File: src/rtl/icache_ctrl_if.sv
// Fetch-side and memory-side handshake signals of the instruction cache.
// The cache takes the slave modport. The fetch/memory environment takes the master modport.
interface icache_ctrl_if;
   logic        imemREN;
   logic [31:0] imemaddr;
   logic        ihit;
   logic [31:0] imemload;
   logic        flush;
   logic        iREN;
   logic [31:0] iaddr;
   logic        iwait;
   logic [31:0] iload;

   modport slave (
      input  imemREN, imemaddr, flush, iwait, iload,
      output ihit, imemload, iREN, iaddr
   );

   modport master (
      output imemREN, imemaddr, flush, iwait, iload,
      input  ihit, imemload, iREN, iaddr
   );
endinterface

File: src/rtl/icache_ctrl.sv
// Direct-mapped instruction cache. Hits are served with zero latency.
// A miss issues a single-word memory read, fills the set, then replays the lookup.
module icache_ctrl #(
   parameter int unsigned IDX_W = 4,
   parameter int unsigned CNT_W = 16
) (
   input  logic             CLK,
   input  logic             RST,
   icache_ctrl_if.slave     cif,
   output logic [CNT_W-1:0] hit_cnt,
   output logic [CNT_W-1:0] miss_cnt
);
   localparam int unsigned SETS  = 2 ** IDX_W;
   localparam int unsigned TAG_W = 32 - IDX_W - 2;

   typedef enum logic {IDLE = 1'b0, FETCH = 1'b1} state_e;

   state_e           state_q, state_d;
   logic [SETS-1:0]  valid_q, valid_d;
   logic [TAG_W-1:0] tag_q  [SETS];
   logic [31:0]      data_q [SETS];
   logic [29:0]      miss_addr_q, miss_addr_d;
   logic [CNT_W-1:0] hit_cnt_q, hit_cnt_d, miss_cnt_q, miss_cnt_d;

   logic [IDX_W-1:0] req_idx, fill_idx;
   logic [TAG_W-1:0] req_tag, fill_tag;
   logic             hit_c, fill_c;
   logic             unused_c;

   assign req_idx  = cif.imemaddr[IDX_W+1:2];
   assign req_tag  = cif.imemaddr[31:IDX_W+2];
   assign fill_idx = miss_addr_q[IDX_W-1:0];
   assign fill_tag = miss_addr_q[29:IDX_W];
   assign unused_c = ^cif.imemaddr[1:0];

   // Lookup only happens in IDLE; a flush in the same cycle suppresses the hit.
   assign hit_c = (state_q == IDLE) && cif.imemREN && !cif.flush &&
                  valid_q[req_idx] && (tag_q[req_idx] == req_tag);

   assign cif.ihit     = hit_c;
   assign cif.imemload = hit_c ? data_q[req_idx] : 32'h0;
   assign cif.iREN     = (state_q == FETCH);
   assign cif.iaddr    = (state_q == FETCH) ? {miss_addr_q, 2'b00} : 32'h0;
   assign hit_cnt      = hit_cnt_q;
   assign miss_cnt     = miss_cnt_q;

   always_comb begin
      state_d     = state_q;
      miss_addr_d = miss_addr_q;
      valid_d     = valid_q;
      miss_cnt_d  = miss_cnt_q;
      hit_cnt_d   = hit_cnt_q;
      fill_c      = 1'b0;

      if (hit_c && (hit_cnt_q != '1)) hit_cnt_d = hit_cnt_q + CNT_W'(1);

      case (state_q)
         IDLE: begin
            if (cif.imemREN && !hit_c && !cif.flush) begin
               state_d     = FETCH;
               miss_addr_d = cif.imemaddr[31:2];
               if (miss_cnt_q != '1) miss_cnt_d = miss_cnt_q + CNT_W'(1);
            end
         end
         FETCH: begin
            // A flush abandons the fill even if the data arrives in the same cycle.
            if (cif.flush) begin
               state_d = IDLE;
            end else if (!cif.iwait) begin
               fill_c  = 1'b1;
               state_d = IDLE;
            end
         end
         default: state_d = IDLE;
      endcase

      if (fill_c)    valid_d[fill_idx] = 1'b1;
      if (cif.flush) valid_d = '0;
   end

   always_ff @(posedge CLK) begin
      if (RST) begin
         state_q     <= IDLE;
         valid_q     <= '0;
         miss_addr_q <= '0;
         hit_cnt_q   <= '0;
         miss_cnt_q  <= '0;
      end else begin
         state_q     <= state_d;
         valid_q     <= valid_d;
         miss_addr_q <= miss_addr_d;
         hit_cnt_q   <= hit_cnt_d;
         miss_cnt_q  <= miss_cnt_d;
      end
   end

   // Tag/data storage carries no reset; valid bits gate its use.
   always_ff @(posedge CLK) begin
      if (fill_c) begin
         tag_q[fill_idx]  <= fill_tag;
         data_q[fill_idx] <= cif.iload;
      end
   end
endmodule
File: src/flat_wrapper.sv
// flat-port wrapper written by rule: the top's interface ports become plain ports
module icache_ctrl_flat 
#(
   parameter int unsigned IDX_W = 4,
   parameter int unsigned CNT_W = 16
)
  (CLK, RST, hit_cnt, miss_cnt, cif_imemREN, cif_imemaddr, cif_flush, cif_iwait, cif_iload, cif_ihit, cif_imemload, cif_iREN, cif_iaddr);
  icache_ctrl_if cif_i ();
  input  logic CLK;
  input  logic RST;
  output logic [CNT_W-1:0] hit_cnt;
  output logic [CNT_W-1:0] miss_cnt;
  input wire logic [$bits(cif_i.imemREN)-1:0] cif_imemREN;
  input wire logic [$bits(cif_i.imemaddr)-1:0] cif_imemaddr;
  input wire logic [$bits(cif_i.flush)-1:0] cif_flush;
  input wire logic [$bits(cif_i.iwait)-1:0] cif_iwait;
  input wire logic [$bits(cif_i.iload)-1:0] cif_iload;
  output wire logic [$bits(cif_i.ihit)-1:0] cif_ihit;
  output wire logic [$bits(cif_i.imemload)-1:0] cif_imemload;
  output wire logic [$bits(cif_i.iREN)-1:0] cif_iREN;
  output wire logic [$bits(cif_i.iaddr)-1:0] cif_iaddr;
  assign cif_i.imemREN = cif_imemREN;
  assign cif_i.imemaddr = cif_imemaddr;
  assign cif_i.flush = cif_flush;
  assign cif_i.iwait = cif_iwait;
  assign cif_i.iload = cif_iload;
  assign cif_ihit = cif_i.ihit;
  assign cif_imemload = cif_i.imemload;
  assign cif_iREN = cif_i.iREN;
  assign cif_iaddr = cif_i.iaddr;
  icache_ctrl #(.IDX_W(IDX_W), .CNT_W(CNT_W)) u_core (.CLK(CLK), .RST(RST), .cif(cif_i), .hit_cnt(hit_cnt), .miss_cnt(miss_cnt));
endmodule
File: config.mk
export PLATFORM = sky130hd
export DESIGN_NAME = icache_ctrl_flat
export DESIGN_NICKNAME = d
export VERILOG_FILES = /design/src/rtl/icache_ctrl_if.sv /design/src/rtl/icache_ctrl.sv /design/src/flat_wrapper.sv
export SDC_FILE = /design/constraint.sdc
export NUM_CORES = 1
export LEC_CHECK = 0
export CAP_MARGIN = 40
export CORE_ASPECT_RATIO = 1.4
export CORE_MARGIN = 2
export CORE_UTILIZATION = 64
export DETAILED_ROUTE_END_ITERATION = 6
export PLACE_DENSITY = 0.89
export SYNTH_ARGS = -nofsm -noshare
export SYNTH_HDL_FRONTEND = slang
export SYNTH_SLANG_ARGS = --single-unit
File: constraint.sdc
create_clock -name CLK -period 13.3 [get_ports CLK]
set_clock_uncertainty 0.05 [all_clocks]
set_input_delay 1.33 -clock CLK [delete_from_list [all_inputs] [get_ports CLK]]
set_output_delay 1.33 -clock CLK [all_outputs]
set_load 0.005 [all_outputs]
==> results_dict.tcl <==
set metrics [dict create \
    status "finished clean" \
    dr.pass1.iters 6 \
    crit_slowest_cell "buf_4" \
    synthCells 1906 \
    clock_sinks 1007 \
    critPathBufInv 6 \
    cts_resized 0 \
    postCtsSetupBuffers 0 \
    reg2reg_depth 11 \
    rows 107 \
    post_synth.cell_area_avg_um2 20.7 \
    reg2reg_slack_ns 9.03 \
    setup_tns_ns 0 \
    p_total_mw 6.45 \
    grt.overflow.total 0 \
    synth_cell_types 58 \
    detail_route.wl_per_cell_um 35.0 \
    port_buffers 162 \
    rsz0062_at_grt "false" \
    die_h_um 298 \
    fp.dieArea_um2 63600 \
    top_layer "met5" \
    ctsHoldBuffers 0 \
    antenna_left 0 \
    max_cap_viol_count 0 \
    wl_um 105000 \
    drc 0 \
    cp_top_family "buffers and inverters" \
    cp.required_ns 11.92 \
    grt_pass1_vias 22100 \
    drt-vias-per-instance 7.20 \
    leakage_nw 14.9 \
    cpPeakStageDelay_ns 0.68 \
    track_usage_pct 34.0 \
    cts_buffers 89 \
    hold_viol 0 \
    clk_path_buf_depth 3 \
    synth_flop_cell "edfxtp_1" \
    clock_latency_ns 0.66 \
    worst-path-max-fanout 96 \
    grt_max_degree 97 \
    yosysSeqAreaShare_pct 74.8 \
    relSlewSlack_pct 34.4 \
    synth-seq-cells 1007 \
    wl_met2_um 54400 \
    r2r_end "u_core.miss_addr_q[11]" \
    critical_path_class "input pin to output pin" \
    diodes 0 \
    wl_met3_um 10600 \
    finalSetupViolCount 0 \
    ioPinCount 167 \
    die_w_um 214 \
    path_depth 14 \
    regToRegStartpoint "u_core.tag_q[15][24]" \
    worstPathCellList "buf_8 > buf_4 > buf_16 > mux4_2 > mux2i_1 > mux2i_1 > xnor2_1 > o2111ai_1 > nor3_1 > nand3_2 > inv_2 > buf_4 > and2_1 > clkdlybuf4s50_1" \
    critPathLaunchType "input pin" \
    antenna_found_initial 3 \
    drt_iter0_drc 3462 \
    period_needed_ns 8.36 \
    ys_warn_count 0 \
    syn_area_um2 39400 \
    place_hpwl_um 51800 \
    area_delta_synth_final_pct 15.0 \
    worstMarginPinSlew_ns 0.983 \
    wl_met1_um 34800 \
    vias 21500 \
    initial_utilization_pct 64.7 \
    cts_tree "done" \
    fmax_mhz 120 \
    fp.coreArea_um2 60900 \
    grt_pass1_wl_um 152000 \
    hold_start "u_core.valid_q[10]" \
    power_density_nw_per_um2 143 \
    htree_levels 3 \
    cts_root_buf "clkbuf_16" \
    drv_slew 0 \
    cp.arrival_ns 6.98 \
    crit_path_end_kind "output pin" \
    hold_class "register to register" \
    clk_pin_slew_ns 0.07 \
    nNetsFinal 2172 \
    ir_worst_vdd_uv 140 \
    cp-endpoint "cif_imemload[17]" \
    synth_edf_count 928 \
    final_cell_mix "edfxtp_1 (928), mux4_2 (262), clkdlybuf4s50_1 (157)" \
    period_share_pct 62.9 \
    gp_congestion 0.788 \
    critPathLaunch "cif_imemaddr[3]" \
    async_reset_ff_share_pct 0 \
    final_common_cell "edfxtp_1" \
    drive_gt1_share_pct 23.1 \
]
==> cells by family after synthesis <==
| family | synth area share (%) |
|---|---|
| AOI/OAI and AO/OA | 2.37 |
| xor gates and xnor gates | 0.712 |
| adders and majority gates | 0.0635 |
| buffers and inverters | 1.47 |
| DFF | 74.8 |
| muxes | 17.1 |
| other | 0.00952 |
| and+or+nand+nor | 3.51 |
==> power breakdown <==
group | switching, mW | internal (mW) | total [mW]
sequential | 0.0212 | 3.46 | 3.48
combinational | 0.150 | 0.123 | 0.273
clock | 1.17 | 1.53 | 2.70
total | 1.35 | 5.11 | 6.45
==> per-layer routing <==
| layer | track usage (%) | vias to the layer above |
|---|---|---|
| li1 | - | 8251 |
| met1 | 44.0 | 11200 |
| met2 | 57.3 | 1769 |
| met3 | 5.67 | 329 |
| met4 | 14.7 | 6 |
| met5 | 0 | - |
==> how the worst min path moves through the flow <==
stage,to,slack (ns),cells after the start
4_1_cts,u_core.valid_q[10],0.43,1
3_3_place_gp,u_core.valid_q[10],0.39,1
2_1_floorplan,u_core.valid_q[10],0.39,1
5_1_grt,u_core.valid_q[10],0.44,1
3_5_place_dp,u_core.valid_q[7],0.40,1
6_report,u_core.valid_q[10],0.43,1
==> cells in the mapped netlist, types with 7 or more instances <==
cell      instances  share of area (%)
mux2_2           14               0.40
o21ai_0          36               0.46
or4_1            13               0.25
inv_1             9              0.086
dfxtp_1          79                4.0
clkbuf_1         56               0.53
and2_1           64                1.0
mux2i_1          66                1.7
nor2_1           41               0.39
and3_1           12               0.19
nand3_1          47               0.60
buf_2            29               0.37
buf_4            15               0.29
xnor2_1          23               0.51
xor2_1            9               0.20
mux4_2          262                 15
nand4_1           7               0.11
nand2_1          23               0.22
nor2b_1          16               0.25
o31ai_1          15               0.29
o21a_1           19               0.36
nor3_1            8               0.10
a21oi_1          48               0.61
edfxtp_1        928                 71
==> final cells by class <==
| type | instances | area [um^2] |
|---|---|---|
| Tap cell | 817 | 1020 |
| Timing Repair Buffer | 213 | 2270 |
| Clock buffer | 112 | 2410 |
| Fill cell | 3051 | 15600 |
| Clock inverter | 51 | 627 |
| Multi-Input combinational cell | 780 | 9470 |
| Sequential cell | 1007 | 29400 |
| Inverter | 10 | 38.8 |
==> through the flow <==
| step | util, % | hold slack [ns] | instance area (um^2) | std cells | worst slack [ns] |
|---|---|---|---|---|---|
| after detailed placement | 69.4 | 0.403 | 42200 | 2826 | 5.37 |
| after global placement | 68.7 | 0.392 | 41900 | 2810 | 5.28 |
| final | 74.3 | 0.431 | 45300 | 2990 | 4.94 |
| after floorplan | - | 0.385 | 39400 | 1907 | 6.52 |
| after CTS | 74.3 | 0.425 | 45300 | 2989 | 5.22 |
| after global routing | 74.3 | 0.443 | 45300 | 2990 | 4.80 |
==> sequential cells by signal, indices dropped and copies added (netlist names) <==
name,cells
u_core.data_q,512
u_core.tag_q,416
u_core.miss_addr_q,30
u_core.hit_cnt,16
u_core.miss_cnt,16
u_core.valid_q,16
u_core.cif.iREN,1
No activity file was read; power rests on OpenSTA's default activity.
